<file path="config.mk">
export PLATFORM = sky130hd
export DESIGN_NAME = period_sequencer
export DESIGN_NICKNAME = d
export VERILOG_FILES = /design/src/rtl/period_sequencer.sv
export SDC_FILE = /design/constraint.sdc
export NUM_CORES = 1
export LEC_CHECK = 0
export BUFFER_PORTS_ARGS = -buffer_cell sky130_fd_sc_hd__buf_2
export CORE_MARGIN = 4
export CORE_UTILIZATION = 43
export DETAILED_ROUTE_END_ITERATION = 7
export GPL_TIMING_DRIVEN = 0
export PLACE_DENSITY = 0.66
export SLEW_MARGIN = 15
export SYNTH_ARGS = -nofsm -noshare
export SYNTH_HDL_FRONTEND = slang
export SYNTH_SLANG_ARGS = --single-unit
</file>
<file path="constraint.sdc">
create_clock -name clk -period 3.3 [get_ports clk]
set_input_delay 0.66 -clock clk [delete_from_list [all_inputs] [get_ports clk]]
set_output_delay 0.66 -clock clk [all_outputs]
set_load 0.03 [all_outputs]
</file>
<file path="src/rtl/period_sequencer.sv">
// period_sequencer: sequences a 0..period counter through a programmed
// number of laps. Optional hold input enabled by PERIOD_SEQ_PAUSE_EN.
module period_sequencer #(
    parameter int CNT_WIDTH = 8,
    parameter int REP_WIDTH = 4
) (
    input  logic                 clk,
    input  logic                 reset_n,
    input  logic                 start,
    input  logic                 abort,
    input  logic [CNT_WIDTH-1:0] period,
    input  logic [REP_WIDTH-1:0] reps,
`ifdef PERIOD_SEQ_PAUSE_EN
    input  logic                 pause,
`endif
    output logic [CNT_WIDTH-1:0] count,
    output logic [REP_WIDTH-1:0] lap,
    output logic                 busy,
    output logic                 tick,
    output logic                 done
);

    localparam logic [1:0] S_IDLE = 2'd0;
    localparam logic [1:0] S_RUN  = 2'd1;
    localparam logic [1:0] S_DONE = 2'd2;

    logic [1:0]           state;
    logic [CNT_WIDTH-1:0] period_r;
    logic [REP_WIDTH-1:0] reps_r;
    logic                 paused;
    logic                 wrap;
    logic                 last;

`ifdef PERIOD_SEQ_PAUSE_EN
    assign paused = pause;
`else
    assign paused = 1'b0;
`endif

    assign wrap = (count == period_r);
    assign last = (lap == reps_r - REP_WIDTH'(1));

    // Status outputs decoded from the registered state
    always_comb begin
        busy = (state != S_IDLE);
        done = (state == S_DONE);
        tick = (state == S_RUN) && !abort && !paused && wrap;
    end

    // Run control: latch configuration, advance count and laps
    always_ff @(posedge clk or negedge reset_n) begin
        if (!reset_n) begin
            state    <= S_IDLE;
            count    <= '0;
            lap      <= '0;
            period_r <= '0;
            reps_r   <= '0;
        end else begin
            case (state)
                S_IDLE: begin
                    if (start && !abort) begin
                        period_r <= period;
                        reps_r   <= reps;
                        count    <= '0;
                        lap      <= '0;
                        state    <= (reps == '0) ? S_DONE : S_RUN;
                    end
                end
                S_RUN: begin
                    if (abort) begin
                        count <= '0;
                        lap   <= '0;
                        state <= S_IDLE;
                    end else if (paused) begin
                        count <= count;
                    end else if (!wrap) begin
                        count <= count + CNT_WIDTH'(1);
                    end else begin
                        count <= '0;
                        if (last) begin
                            lap   <= reps_r;
                            state <= S_DONE;
                        end else begin
                            lap <= lap + REP_WIDTH'(1);
                        end
                    end
                end
                S_DONE: begin
                    state <= S_IDLE;
                end
                default: begin
                    state <= S_IDLE;
                end
            endcase
        end
    end

endmodule

</file>
# Word level (Yosys, flattened, before mapping)

Cells that the tools add are included.

Flip-flop bits (word level): 26

Add/sub/neg operators: 3
Multiplexer cells: 15
Eq/ne operators: 7
Reduce and logical (&&, ||, !) cells: 12

Operator list:

| kind                | number |
|---|---|
| $mux 8              | 3 |
| $mux 4              | 4 |
| $pmux 8 s2          | 1 |
| $mux 2              | 5 |
| $add 8x1->8 const B | 1 |
| $eq 8x8->1          | 1 |
| $pmux 4 s2          | 1 |
| $ne 3x3->1 const B  | 2 |
| $reduce_and 3->1    | 2 |
| $add 4x1->4 const B | 1 |
| $eq 4x4->1          | 1 |
| $logic_not 4->1     | 1 |
| $pmux 2 s2          | 1 |
| $reduce_and 2->1    | 2 |
| $reduce_bool 2->1   | 2 |
| $sub 4x1->4 const B | 1 |
| $logic_and 1x1->1   | 3 |
| $eq 2x1->1 const B  | 1 |
| $eq 2x2->1 const B  | 1 |
| $logic_not 2->1     | 1 |
| $ne 2x2->1 const B  | 1 |
| $logic_not 1->1     | 1 |

# Longest topological paths before layout

Gate-level depths: netlist of run 1.

Word-level depth: 6
Gate-level depth with buffers: 7
Depth with buffers taken out: 7

# Worst setup path after synthesis of run 1

No wires, ideal clock.

Kind: reg2out
Start point: reg count[5]
End point: out tick
Arrival time: 1.878 ns
Stages on the path, launching flop included: 5
Buffers on the path: 0
Slack: 0.762 ns
Cells stage by stage: dfrtp_1 -> xor2_1 -> nor4_2 -> and2_1 -> nor2b_1

Word-level cells in the longest chain between the ends: 2

Ends and longest elaborated chain:

| item                     | line | text |
|---|---|---|
| start: declaration       | 16   | `output logic [CNT_WIDTH-1:0] count,` |
| start signal: assignment | 75   | `count <= count;` |
| start signal: assignment | 77   | `count <= count + CNT_WIDTH'(1);` |
| $eq 8x8->1               | 40   | `assign wrap = (count == period_r);` |
| $logic_and 1x1->1        | 47   | `tick = (state == S_RUN) && !abort && !paused && wrap;` |
| end: declaration         | 19   | `output logic tick,` |

Every way passes these cells.

# Worst setup path after layout of run 1

Ends and elaborated chain as after synthesis.

==> flow_summary.toml, run 1 <==
[sta]
fin_skew_ps = 5.353
fmax_mhz = 345.7
min_period_over_period_pct = 87.65
setup-tns-final_ps = 0
slew_viol_final = 0
max_slew_margin_pct = 61.10
setup_violations = 0
fin_crit_ps = 2892
tightest_slew_ps = 583.4
hold_viol = 0
rsz0062_at_grt = "false"

[synthesis]
syn_area_um2 = 1423
synthCells = 134
ys_ff_latch = 26
synth_top_area_share_pct = 45.73
synth_edf_count = 0
ys_types = 34
synth_top_flop_cell = "dfrtp_1"
synth_nets = 153
seq_area_frac_synth_pct = 45.73
ys_top_cells_by_count = "26 x dfrtp_1, 12 x mux2_2, 11 x nand2_1, 11 x nor2_1, 10 x xor2_1"
async_flop_share_pct = 100.0
synth.most_common_cell = "dfrtp_1"
ys_warn_count = 0
synth_area_per_cell_um2 = 10.62
synth_area_leaders = "dfrtp_1 46%, mux2_2 9.5%, xor2_1 6.2%"
yosys.area.top_type = "dfrtp_1"

[drt]
wl_met3_um = 164
drt_first_pass_iters = 4
routedWlPerCell_um = 14.08
avgViaCountPerCell = 5.245
m1WireLength_um = 1382
vias = 1112
drt-initial-drc-count = 62
drc = 0
wl_um = 2986
top_layer = "met4"
wl_met2_um = 1418
ant_nets = 0

[power]
design_power_total_mw = 1.130
powerDensity_nw_per_um2 = 678.8
peakVddDrop_mv = 0.3472
power.leakage_nw = 0.8001

[placed_design]
place_congestion = 0.7817
hpwl_um = 2297
dp.cells = 208
io_buffer_count = 30

[floorplanning]
die_y_um = 65.52
die_w_um = 65.52
num_rows = 20
io_pins = 31
core_um2 = 3103
die_area_um2 = 4293
start_util_pct = 45.85

[clock_tree]
cts_tree = "done"
clk_latency_ps = 320
cts_buffer_depth = 2
cts.sinks = 26
path_clk_slew_ps = 140
htreeDepth = 1
cts_made_buffers = 3
cts_resized = 0
cts_hold_buf = 0
cts_setup_buffers = 0
cts-root-buf = "clkbuf_4"

[grt]
grt_pass1_wl_um = 5140
grt_pass1_vias = 1120
overflow = 0
grt_usage_pct = 15.50
antenna_found_initial = 0
grt_max_degree = 27

[critical_path]
cp_max_fo = 5
rrSetupSlack_ps = 1110
cp_slowest_cell = "dfrtp_1"
arrival_ps = 2230
critPathRequiredTime_ps = 2640
worstSetupStartpointType = "register"
cp_cell_sequence = "xor2_1 > nor4_2 > and2_1 > nor2b_1 > buf_2"
worst-path-buf-inv = 1
cp_slowest_stage_delay_ps = 460
path_delay_family = "simple AND/OR/NAND/NOR gates"
crit_path_end_kind = "primary output"
path_class = "reg -> out"

[finish]
fill_cells = 307
syn_to_final_growth_pct = 16.97
fin_cells = 212
drive_above_1_share_pct = 31.55
diodes = 0
finalNetCount = 188

[status]
status = "finished clean"

[flow_run]
cap_violations = 0

[hold_path]
min_path_type = "in -> async"
==> routing by layer <==
metal / up-vias / global-route usage [%]
met5: - / 0
met4: 0 / 4.663
met3: 2 / 3.419
met2: 26 / 25.54
met1: 541 / 20.30
li1: 543 / -
==> kinds of logic (layout without fill, tap and decap cells) <==
family	count (synthesis)	after routing	synth area share [%]
xor+xnor	17	17	10.47
fa+ha+maj	3	3	2.639
compound gates	24	24	12.31
mux	13	13	10.29
simple gates	44	44	16.62
flops	26	26	45.73
buf+inv	7	41	1.934
==> metrics by stage <==
step / instance area, um2 / utilization, % / hold WS (ps) / setup slack [ps]
2_1_floorplan: 1423 / - / 364.4 / 762.4
3_3_place_gp: 1628 / 52.46 / 480.2 / 808.8
3_5_place_dp: 1628 / 52.46 / 490.4 / 784.7
4_1_cts: 1664 / 53.63 / 334.0 / 391.2
5_1_grt: 1664 / 53.63 / 337.7 / 252.2
6_report: 1664 / 53.63 / 319.1 / 407.6
==> cells in the final DEF (no fill, tap or decap), drive strengths merged, types with 3 or more instances in the layout <==
| master | synthesis | routed |
|---|---|---|
| buf | 1 | 31 |
| dfrtp | 26 | 26 |
| mux2 | 13 | 13 |
| nor2 | 11 | 11 |
| nand2 | 11 | 11 |
| xor2 | 10 | 10 |
| xnor2 | 7 | 7 |
| nor3 | 6 | 6 |
| clkbuf | 2 | 6 |
| o21ai | 5 | 5 |
| inv | 4 | 4 |
| nor2b | 4 | 4 |
| a22o | 4 | 4 |
| nand3 | 4 | 4 |
| nor4 | 4 | 4 |
| a21oi | 3 | 3 |
| a21o | 3 | 3 |
| ha | 3 | 3 |
==> final timing paths <==
path / startpoint / end / depth (start not counted)
min in group clk: state[1] / state[1] / 1
max reg2reg: reps_r[0] / lap[3] / 7
min: reset_n / lap[2] / 1
max: count[5] / tick / 5
max in group asynchronous: reset_n / count[0] / 1
min reg2reg: state[1] / state[1] / 1
==> sequential cells by signal (all words and copies together) (netlist names) <==
name      count
reps_r        4
state         2
count         8
period_r      8
lap           4
==> where the power goes <==
group / switching (mW) / internal [mW] / leakage [nW] / total, mW
Clock: 0.0940 / 0.0674 / 0.0210 / 0.161
Combinational: 0.262 / 0.206 / 0.445 / 0.468
Sequential: 0.0914 / 0.409 / 0.335 / 0.500
==> final cells by class <==
type | count | area [um2] | area share, %
multi-input cells | 101 | 744.5 | 44.74
plain buffers | 3 | 12.51 | 0.7519
inverters | 4 | 15.01 | 0.9023
well taps | 44 | 55.05 | 3.308
clock buffers | 4 | 36.28 | 2.180
repair buffers | 30 | 150.1 | 9.023
flip-flops and latches | 26 | 650.6 | 39.10
No activity file was read; power rests on OpenSTA's default activity.
==> run 2: changes to the inputs <==
Settings changed: CORE_ASPECT_RATIO set to 1.1, CORE_MARGIN 4 to not set.
==> flow_summary.toml, run 2 (same netlist as run 1, synthesis figures left out) <==
[status]
status = "finished with violations"
violations = "design-rule violations"

[finish]
mostFrequentLayoutCells = "31 x buf_2, 26 x dfrtp_1, 12 x mux2_2"
register_area_um2 = 650.6
reg.largest.list = "count x8, period_r x8"
diodes = 0
final_common_cell = "buf_2"
finalNetCount = 188
fill_cells = 302
multi_input_area_um2 = 744.5
syn_to_final_growth_pct = 15.13
drive_above_1_share_pct = 31.14

[sta]
fin_crit_ps = 2904
hold_viol = 0
setup-tns-final_ps = 0
rsz0062_at_grt = "false"
hold_slack_ps = 331.3
tightest_slew_ps = 595.9
max_slew_margin_pct = 60.27
fmax_mhz = 344.3
fin_skew_ps = 2.849
slew_viol_final = 0
setup_violations = 0
min_period_over_period_pct = 88.01

[floorplanning]
die_area_um2 = 3543
core_um2 = 3100
die_y_um = 62.33
num_rows = 21
die_w_um = 56.84
io_pins = 31
start_util_pct = 45.88

[critical_path]
cp_cell_sequence = "xor2_1 > nor4_2 > and2_1 > nor2b_1 > buf_2"
worstSetupStartpointType = "register"
r2r_start = "reps_r[0]"
path_delay_family = "simple AND/OR/NAND/NOR gates"
cp_max_fo = 6
cp_slowest_cell = "dfrtp_1"
rrSetupSlack_ps = 1120
worst-path-buf-inv = 1
path_class = "reg -> out"
endpoint = "tick"
cp_slowest_stage_delay_ps = 480
crit_start = "count[0]"
crit_path_end_kind = "primary output"
r2r-end = "lap[3]"
critPathRequiredTime_ps = 2640
cp_num_cells = 5
reg2regPathDepth = 7
arrival_ps = 2240

[clock_tree]
cts_buffer_depth = 2
path_clk_slew_ps = 140
cts_hold_buf = 0
cts.sinks = 26
cts-root-buf = "clkbuf_4"
cts_resized = 0
cts_made_buffers = 3
cts_setup_buffers = 0
cts_tree = "done"
htreeDepth = 1
clk_latency_ps = 310

[grt]
overflow = 0
grt_usage_pct = 17.59
antenna_found_initial = 0
grt_pass1_vias = 1072
grt_pass1_wl_um = 4885
grt_max_degree = 27

[placed_design]
place_congestion = 0.7936
io_buffer_count = 30
hpwl_um = 2232

[drt]
wl_met2_um = 1469
top_layer = "met4"
drt-initial-drc-count = 48
m1WireLength_um = 1273
routedWlPerCell_um = 14.37
wl_um = 2889
drt_first_pass_iters = 6
avgViaCountPerCell = 5.622
wl_met3_um = 117
ant_nets = 0
drc = 6
vias = 1130

[power]
power.leakage_nw = 0.7929
powerDensity_nw_per_um2 = 673.3
peakVddDrop_mv = 0.2657

[flow_run]
cap_violations = 0

[hold_path]
min_path_type = "in -> async"
==> run 2: changes by cell type in the layout (fill, tap and decap cells not counted), sizes merged <==
| cell | before | now |
|---|---|---|
| clkbuf | 6 | 5 |
==> run 2: stage by stage <==
step                setup slack (ps)  std cells  total power, mW  util, %  cell area [um2]
finish                         395.7        201            1.103    52.82             1638
CTS                            406.3        201            1.114    52.82             1638
detailed placement             766.4        198           0.9814    52.10             1615
global route                   269.7        201            1.183    52.82             1638
global placement               780.1        198           0.9596    52.10             1615
floorplan                      762.4        134           0.8605        -             1423
==> run 2: final cells by class <==
class,count,area share [%]
clock buffer,3,1.375
tap,34,2.597
multi-input combinational,101,45.45
buffer,3,0.7639
inverter,4,0.9167
timing repair buffer,30,9.167
sequential,26,39.73
==> run 2: power by group <==
part / switching (mW) / leakage [nW] / total [mW] / internal, mW
combinational: 0.263 / 0.445 / 0.468 / 0.205
clock: 0.0908 / 0.0138 / 0.133 / 0.0426
sequential: 0.0928 / 0.335 / 0.501 / 0.408
==> run 2: how the worst min path moves through the flow <==
stage               end
4_1_cts        state[1]
2_1_floorplan  count[0]
3_5_place_dp   state[1]
6_report       state[0]
3_3_place_gp   state[1]
5_1_grt          lap[2]
==> run 2: worst register-to-register path, delay by kind of cell, from the launching register on <==
kind / cells / cell delay, ps
adders and majority gates: 1 / 240
AOI/OAI and AO/OA: 1 / 290
buffers and inverters: 1 / 80
muxes: 1 / 370
xor gates and xnor gates: 2 / 300
and+or+nand+nor: 1 / 390
DFF: 1 / 430
==> run 2: metal layers <==
| metal | track usage, % | vias up |
|---|---|---|
| met4 | 5.488 | 0 |
| met5 | 0 | - |
| met2 | 30.06 | 29 |
| met3 | 1.875 | 4 |
| li1 | - | 546 |
| met1 | 23.34 | 551 |
